$ cat config.mk
export PLATFORM = sky130hd
export DESIGN_NAME = encoder8to3_queue
export DESIGN_NICKNAME = d
export VERILOG_FILES = /design/src/rtl/encoder8to3_queue_pkg.sv /design/src/rtl/encoder8to3_queue_pick8.sv /design/src/rtl/encoder8to3_queue.sv
export SDC_FILE = /design/constraint.sdc
export NUM_CORES = 1
export LEC_CHECK = 0
export BUFFER_PORTS_ARGS = -buffer_cell sky130_fd_sc_hd__buf_2
export CAP_MARGIN = 20
export CORE_MARGIN = 2
export CORE_UTILIZATION = 30
export CTS_BUF_LIST = sky130_fd_sc_hd__clkbuf_4 sky130_fd_sc_hd__clkbuf_8 sky130_fd_sc_hd__clkbuf_16
export DETAILED_ROUTE_END_ITERATION = 16
export PLACE_DENSITY = 0.54
export RECOVER_POWER = 100
export SYNTH_ARGS = -nofsm -noshare
export SYNTH_HDL_FRONTEND = slang
export SYNTH_SLANG_ARGS = --single-unit
$ cat constraint.sdc
create_clock -name clk -period 1.8 [get_ports clk]
set_input_delay 0.18 -clock clk [delete_from_list [all_inputs] [get_ports clk]]
set_output_delay 0.18 -clock clk [all_outputs]
set_load 0.05 [all_outputs]
$ cat src/rtl/encoder8to3_queue_pkg.sv
// Shared sizes, selection-policy constants and helpers for the 8-to-3 request encoder.
package encoder_pkg;

  localparam int unsigned N_REQ = 8;
  localparam int unsigned IDX_W = 3;

  localparam logic MODE_FIXED = 1'b0;
  localparam logic MODE_RR    = 1'b1;

  typedef logic [IDX_W-1:0] idx_t;

  function automatic logic [N_REQ-1:0] onehot(idx_t i);
    onehot    = '0;
    onehot[i] = 1'b1;
  endfunction

endpackage

$ cat src/rtl/encoder8to3_queue_pick8.sv
// Combinational picker: highest set index (fixed) or first set index at/after ptr (round-robin).
module pick8
  import encoder_pkg::*;
(
  input  logic [7:0] i_req,
  input  logic [2:0] i_ptr,
  input  logic       i_mode,
  output logic [2:0] o_idx,
  output logic       o_any
);

  idx_t w_fix;
  idx_t w_rr;
  idx_t w_j;

  always_comb begin
    w_fix = '0;
    for (int unsigned k = 0; k < N_REQ; k++) begin
      if (i_req[k]) w_fix = idx_t'(k);
    end
  end

  // Walk offsets from farthest to nearest so the closest set bit after ptr is the last write.
  always_comb begin
    w_rr = '0;
    w_j  = '0;
    for (int unsigned k = N_REQ; k > 0; k--) begin
      w_j = i_ptr + idx_t'(k - 1);
      if (i_req[w_j]) w_rr = w_j;
    end
  end

  assign o_any = |i_req;
  assign o_idx = (i_mode == MODE_RR) ? w_rr : w_fix;

endmodule

$ cat src/rtl/encoder8to3_queue.sv
// Sequential 8-to-3 encoder: accumulates request pulses and issues one index per valid/ready handshake.
module encoder8to3_queue
  import encoder_pkg::*;
#(
  parameter logic RR_MODE = MODE_FIXED
)
(
  input  logic       clk,
  input  logic       rst,
  input  logic       enable,
  input  logic [7:0] in,
  output logic [2:0] out,
  output logic       valid,
  input  logic       ready,
  output logic [7:0] pending,
  output logic       merge
);

  logic [N_REQ-1:0] r_pend;
  idx_t             r_out;
  logic             r_valid;
  logic             r_merge;
  idx_t             r_ptr;

  logic [N_REQ-1:0] w_pend_next;
  logic [N_REQ-1:0] w_clr;
  idx_t             w_idx;
  logic             w_any;
  logic             w_load;

  assign w_pend_next = enable ? (r_pend | in) : r_pend;

  pick8 u_pick (
    .i_req  (w_pend_next),
    .i_ptr  (r_ptr),
    .i_mode (RR_MODE),
    .o_idx  (w_idx),
    .o_any  (w_any)
  );

  assign w_load = enable && (!r_valid || ready) && w_any;
  assign w_clr  = w_load ? onehot(w_idx) : '0;

  always_ff @(posedge clk) begin
    if (rst) begin
      r_pend  <= '0;
      r_out   <= '0;
      r_valid <= 1'b0;
      r_merge <= 1'b0;
      r_ptr   <= '0;
    end else begin
      r_pend  <= w_pend_next & ~w_clr;
      r_merge <= enable && ((in & r_pend) != '0);
      if (w_load) begin
        r_out   <= w_idx;
        r_valid <= 1'b1;
        r_ptr   <= w_idx + 3'd1;
      end else if (r_valid && ready) begin
        r_valid <= 1'b0;
      end
    end
  end

  assign out     = r_out;
  assign valid   = r_valid;
  assign pending = r_pend;
  assign merge   = r_merge;

endmodule

==> results of run 1 <==
## flip-flops by register name (all words and copies together), names as in the netlist
name and count:
pending 8, out 3, merge 1, valid 1
## critical path: stages, from the launching register on
cell and delay, ns:
dfxtp_1 0.36, or2_0 0.30, or3_1 0.39, nor4_4 0.27, a311oi_1 0.14
## kinds of logic (layout without fill, tap and decap cells)
group	Yosys count	count (layout)	share of synthesized area, %
buffers and inverters	5	30	5.04
muxes	1	1	1.34
and+or+nand+nor	25	25	22.2
AOI/OAI and AO/OA	38	38	36.5
DFF	13	13	35.0
## through the flow
step,power [mW],area [um^2]
3_3_place_gp,0.594,872
2_1_floorplan,0.532,744
4_1_cts,0.782,900
5_1_grt,0.812,876
3_5_place_dp,0.593,872
6_report,0.764,876
## routing by layer
| metal | up-vias | share of wire [%] | routed length (um) |
|---|---|---|---|
| met5 | - | 0 | 0 |
| met4 | 0 | 1.9 | 37 |
| met3 | 4 | 8.1 | 156 |
| met2 | 33 | 41 | 797 |
| met1 | 346 | 49 | 937 |
| li1 | 375 | - | - |
## worst paths after layout
kind	start	to	slack, ns	cells past startpoint
worst max-delay path	pending[7]	pending[0]	0.22	4
worst min-delay path	ready	valid	0.19	3
worst max register to register	pending[7]	pending[0]	0.22	4
worst min register to register	out[1]	out[1]	0.46	2
## report_power, final
group          leakage, nW  internal (mW)  switching, mW
Clock               0.0177         0.0826          0.103
Sequential           0.108          0.310         0.0196
Combinational        0.209         0.0728          0.176
Total                0.334          0.465          0.299
## layout make-up
| class | count | area, um^2 |
|---|---|---|
| fillers | 271 | 1530 |
| multi-input cells | 64 | 439 |
| flip-flops and latches | 13 | 260 |
| repair buffers | 24 | 104 |
| well taps | 30 | 37.5 |
| clock buffers | 3 | 22.5 |
| inverters | 2 | 7.51 |
| clock inverters | 1 | 5.00 |
## cell usage in the layout, fill, tap and decap left out, types with 2 or more instances in the layout
cell type / n
o21ai_1: 2
a21oi_1: 8
a211oi_1: 4
or2_4: 2
o21a_1: 2
inv_1: 2
a22oi_1: 4
a21o_1: 4
clkbuf_4: 3
clkbuf_1: 13
buf_2: 11
nand4_1: 2
a31oi_1: 2
nand2_1: 5
a311oi_1: 3
dfxtp_1: 13
a21oi_2: 2
nor2_1: 5
==> impl_metrics.py, run 1 <==
metrics = {
    "global_routing": {
        "grt_max_degree": 19,
        "grt_pass1_vias": 649,
        "grt_pass1_wl_um": 3070,
        "met1_usage_pct": 20.8,
        "grt-ovfl-total": 0,
        "grtUsageMet2_pct": 20.7,
        "use_met3_pct": 5.83,
        "grt.busiest_layer": "met1",
        "antenna_found_initial": 0,
        "grt_usage_pct": 15.2,
    },
    "worst_setup_path": {
        "end_kind": "flop",
        "critPathKind": "flop to flop",
        "cp.arrival_ns": 1.73,
        "cp_max_fo": 5,
        "startpoint_type": "flop",
        "cp.required_ns": 1.95,
    },
    "cts": {
        "h-tree-depth": 1,
        "path_clk_slew_ns": 0.09,
        "clockBufferDepth": 2,
        "cts_resized": 0,
        "clock_latency_ns": 0.28,
        "cts_root_buf": "clkbuf_4",
        "cts_tree": "done",
        "cts_hold_buf": 0,
        "cts_buffers": 3,
        "cts_sinks": 13,
        "postCtsSetupBuffers": 0,
    },
    "timing": {
        "rsz0062_at_grt": "no",
        "maxSlewViolCount": 0,
        "final.period_utilization_pct": 87.8,
        "hold_viol_final": 0,
        "timing.hold.ws_ns": 0.190,
        "tns_ns": 0,
        "finalWorstSetupSlack_ns": 0.220,
        "max_slew.worst_pin.slew_ns": 0.603,
        "finalCriticalPeriod_ns": 1.58,
        "max_clock_freq_ghz": 0.633,
        "fin_skew_ns": 0.00754,
        "finalSetupViolations": 0,
        "relSlewSlack_pct": 60.0,
    },
    "floorplan": {
        "die_h_um": 53.8,
        "die_w_um": 53.8,
        "rows": 18,
        "ios": 25,
        "die-area_um2": 2900,
        "coreArea_um2": 2410,
        "start_util_pct": 30.9,
    },
    "hold_path": {
        "min_path_type": "primary input to flop",
    },
    "synth": {
        "ys_seq_area_share_pct": 35.0,
        "syn_inst": 82,
        "syn-num-nets": 94,
        "ys_types": 36,
        "yosys-top-cells-area": "dfxtp_1 (35%), a21oi_1 (5.4%), a21o_1 (4.0%), a22oi_1 (4.0%), a311oi_1 (3.5%)",
        "synth_flop_cell": "dfxtp_1",
        "yosysMostFrequentCell": "dfxtp_1",
        "syn_area_per_cell_um2": 9.08,
        "synthArstFlopShare_pct": 0,
        "synth_area_um2": 744,
        "yosys_warnings": 0,
        "synth-seq-cells": 13,
        "synth_edf_count": 0,
        "yosys.area.top_type": "dfxtp_1",
        "synth_commonest_cells": "dfxtp_1 (13), a21oi_1 (8), nand2_1 (5), nor2_1 (5)",
        "netlist.area_leader.share_pct": 35.0,
    },
    "pwr": {
        "p_leak_nw": 0.334,
        "vdd_drop_max_mv": 0.446,
        "p_per_area_nw_per_um2": 872,
    },
    "finish": {
        "antenna_cells": 0,
        "nets": 120,
        "final_util_pct": 36.3,
        "drive_gt1_share_pct": 22.4,
        "area_growth_syn_to_layout_pct": 17.6,
        "final_cells": 137,
    },
    "route": {
        "vias": 758,
        "drc_errors": 0,
        "vias_per_cell": 5.53,
        "drt_iter0_markers": 16,
        "first_pass_iters": 4,
        "wirelength_um": 1930,
        "routedWlPerCell_um": 14.1,
        "route.antenna.remaining_nets": 0,
    },
    "placed_design": {
        "dp_slack_ns": 0.226,
        "place_congestion": 0.821,
        "dpl.cell_count": 133,
        "port_buffers": 24,
        "hpwl_um": 1480,
    },
    "outcome": {
        "run_status": "finished clean",
    },
    "flow_run": {
        "maxCapViolations": 0,
    },
}
(Power assumes the default switching activity.)
==> run 2: changes to the inputs <==
--- a/config.mk
+++ b/config.mk
@@ -7,10 +7,12 @@
 export LEC_CHECK = 0
 export BUFFER_PORTS_ARGS = -buffer_cell sky130_fd_sc_hd__buf_2
 export CAP_MARGIN = 20
+export CORE_ASPECT_RATIO = 1.5
 export CORE_MARGIN = 2
 export CORE_UTILIZATION = 30
 export CTS_BUF_LIST = sky130_fd_sc_hd__clkbuf_4 sky130_fd_sc_hd__clkbuf_8 sky130_fd_sc_hd__clkbuf_16
 export DETAILED_ROUTE_END_ITERATION = 16
+export MAX_ROUTING_LAYER = met4
 export PLACE_DENSITY = 0.54
 export RECOVER_POWER = 100
 export SYNTH_ARGS = -nofsm -noshare
==> run 2 against run 1 <==
Wire length grew 5.1%. Total power increased by 0.57%. Sequential share of layout area increased by 0.26 points. Critical path depth unchanged. Sequential power hardly changed. Register-to-register slack hardly changed.
==> impl_metrics.py, run 2 (synthesis gave the netlist of run 1 again) <==
metrics = {
    "worst_setup_path": {
        "cp.arrival_ns": 1.74,
        "r2r-end": "pending[0]",
        "cp_max_fo": 5,
        "startpoint_type": "flop",
        "reg2reg_slack_ns": 0.22,
        "r2r_cells": 4,
        "r2r-start": "pending[5]",
        "cp-startpoint": "pending[5]",
        "critPathKind": "flop to flop",
        "end_kind": "flop",
        "cp.required_ns": 1.96,
        "cp-endpoint": "pending[0]",
    },
    "timing": {
        "max_slew.worst_pin.slew_ns": 0.595,
        "fin_skew_ns": 0.00767,
        "tns_ns": 0,
        "hold_viol_final": 0,
        "maxSlewViolCount": 0,
        "finalSetupViolations": 0,
        "final.period_utilization_pct": 87.9,
        "max_clock_freq_ghz": 0.632,
        "finalCriticalPeriod_ns": 1.58,
        "rsz0062_at_grt": "no",
        "relSlewSlack_pct": 60.5,
    },
    "route": {
        "drt_iter0_markers": 16,
        "vias": 759,
        "wirelength_um": 2030,
        "route.antenna.remaining_nets": 0,
        "routedWlPerCell_um": 15.5,
        "drc_errors": 0,
        "vias_per_cell": 5.79,
        "first_pass_iters": 4,
    },
    "floorplan": {
        "die_w_um": 44.7,
        "start_util_pct": 31.1,
        "ios": 25,
        "die_h_um": 65.0,
        "rows": 22,
        "die-area_um2": 2900,
        "coreArea_um2": 2390,
    },
    "global_routing": {
        "grt-ovfl-total": 0,
        "grt_max_degree": 19,
        "antenna_found_initial": 0,
        "grt_usage_pct": 15.8,
        "grt_pass1_wl_um": 3290,
        "grt_pass1_vias": 691,
    },
    "finish": {
        "nets": 120,
        "antenna_cells": 0,
        "multiInputGateArea_um2": 439,
        "n_fill_cell": 268,
        "area_growth_syn_to_layout_pct": 16.6,
        "fin_area_um2": 868,
        "final_cell_mix": "dfxtp_1 (13), clkbuf_1 (13), buf_2 (11), a21oi_1 (8)",
        "final-seq-area_um2": 260,
        "drive_gt1_share_pct": 22.4,
        "largest_reg_flops": 8,
    },
    "outcome": {
        "run_status": "finished clean",
    },
    "cts": {
        "cts_hold_buf": 0,
        "cts_tree": "done",
        "clockBufferDepth": 2,
        "cts_buffers": 3,
        "cts_sinks": 13,
        "cts_root_buf": "clkbuf_4",
        "cts_resized": 0,
        "h-tree-depth": 1,
        "postCtsSetupBuffers": 0,
        "clock_latency_ns": 0.29,
        "path_clk_slew_ns": 0.09,
    },
    "placed_design": {
        "port_buffers": 24,
        "place_congestion": 0.794,
        "placement.cell_area_um2": 865,
        "hpwl_um": 1590,
    },
    "pwr": {
        "p_leak_nw": 0.334,
        "vdd_drop_max_mv": 0.337,
        "p_per_area_nw_per_um2": 885,
    },
    "flow_run": {
        "maxCapViolations": 0,
    },
    "hold_path": {
        "min_path_type": "primary input to flop",
        "hold_depth": 3,
    },
}
==> run 2: report_power, final <==
part	switching [mW]	internal, mW	leakage [nW]	total (mW)
clock network	0.105	0.0827	0.0177	0.188
registers	0.0189	0.310	0.108	0.329
logic	0.179	0.0728	0.209	0.252
==> run 2: worst min path at each step <==
stage            from         end  slack (ns)
6_report        ready       valid        0.18
5_1_grt         ready       valid        0.21
4_1_cts         ready       valid        0.18
3_5_place_dp   out[1]      out[1]        0.45
3_3_place_gp   out[1]      out[1]        0.44
2_1_floorplan     rst  pending[6]        0.37
==> run 2: layer usage <==
| metal | track usage [%] | up-vias | share of wire, % |
|---|---|---|---|
| met5 | - | - | 0 |
| met4 | 7.95 | 0 | 2.0 |
| met3 | 1.67 | 5 | 6.6 |
| met2 | 26.1 | 33 | 54 |
| met1 | 18.3 | 349 | 37 |
| li1 | - | 372 | - |
==> run 2: cell type report <==
| type | instances | share of cell area, % |
|---|---|---|
| Clock buffer | 3 | 2.59 |
| Clock inverter | 1 | 0.576 |
| Inverter | 2 | 0.865 |
| Multi-Input combinational cell | 64 | 50.6 |
| Sequential cell | 13 | 30.0 |
| Tap cell | 24 | 3.46 |
| Timing Repair Buffer | 24 | 12.0 |
==> run 2: per-stage QoR <==
step                power (mW)  util (%)  cells  setup slack [ns]  hold slack, ns
floorplan                0.532         -     82             0.135           0.367
global placement         0.595      36.1    127             0.218           0.443
detailed placement       0.596      36.1    127             0.189           0.454
CTS                      0.779      37.3    131             0.221           0.183
global route             0.804      36.3    131            0.0848           0.213
finish                   0.768      36.3    131             0.218           0.182
==> run 2: worst max-delay path: stages, from the launching register on <==
cell	delay [ns]
dfxtp_1	0.37
or2_4	0.29
or2_4	0.27
nor4_4	0.38
a311oi_1	0.14
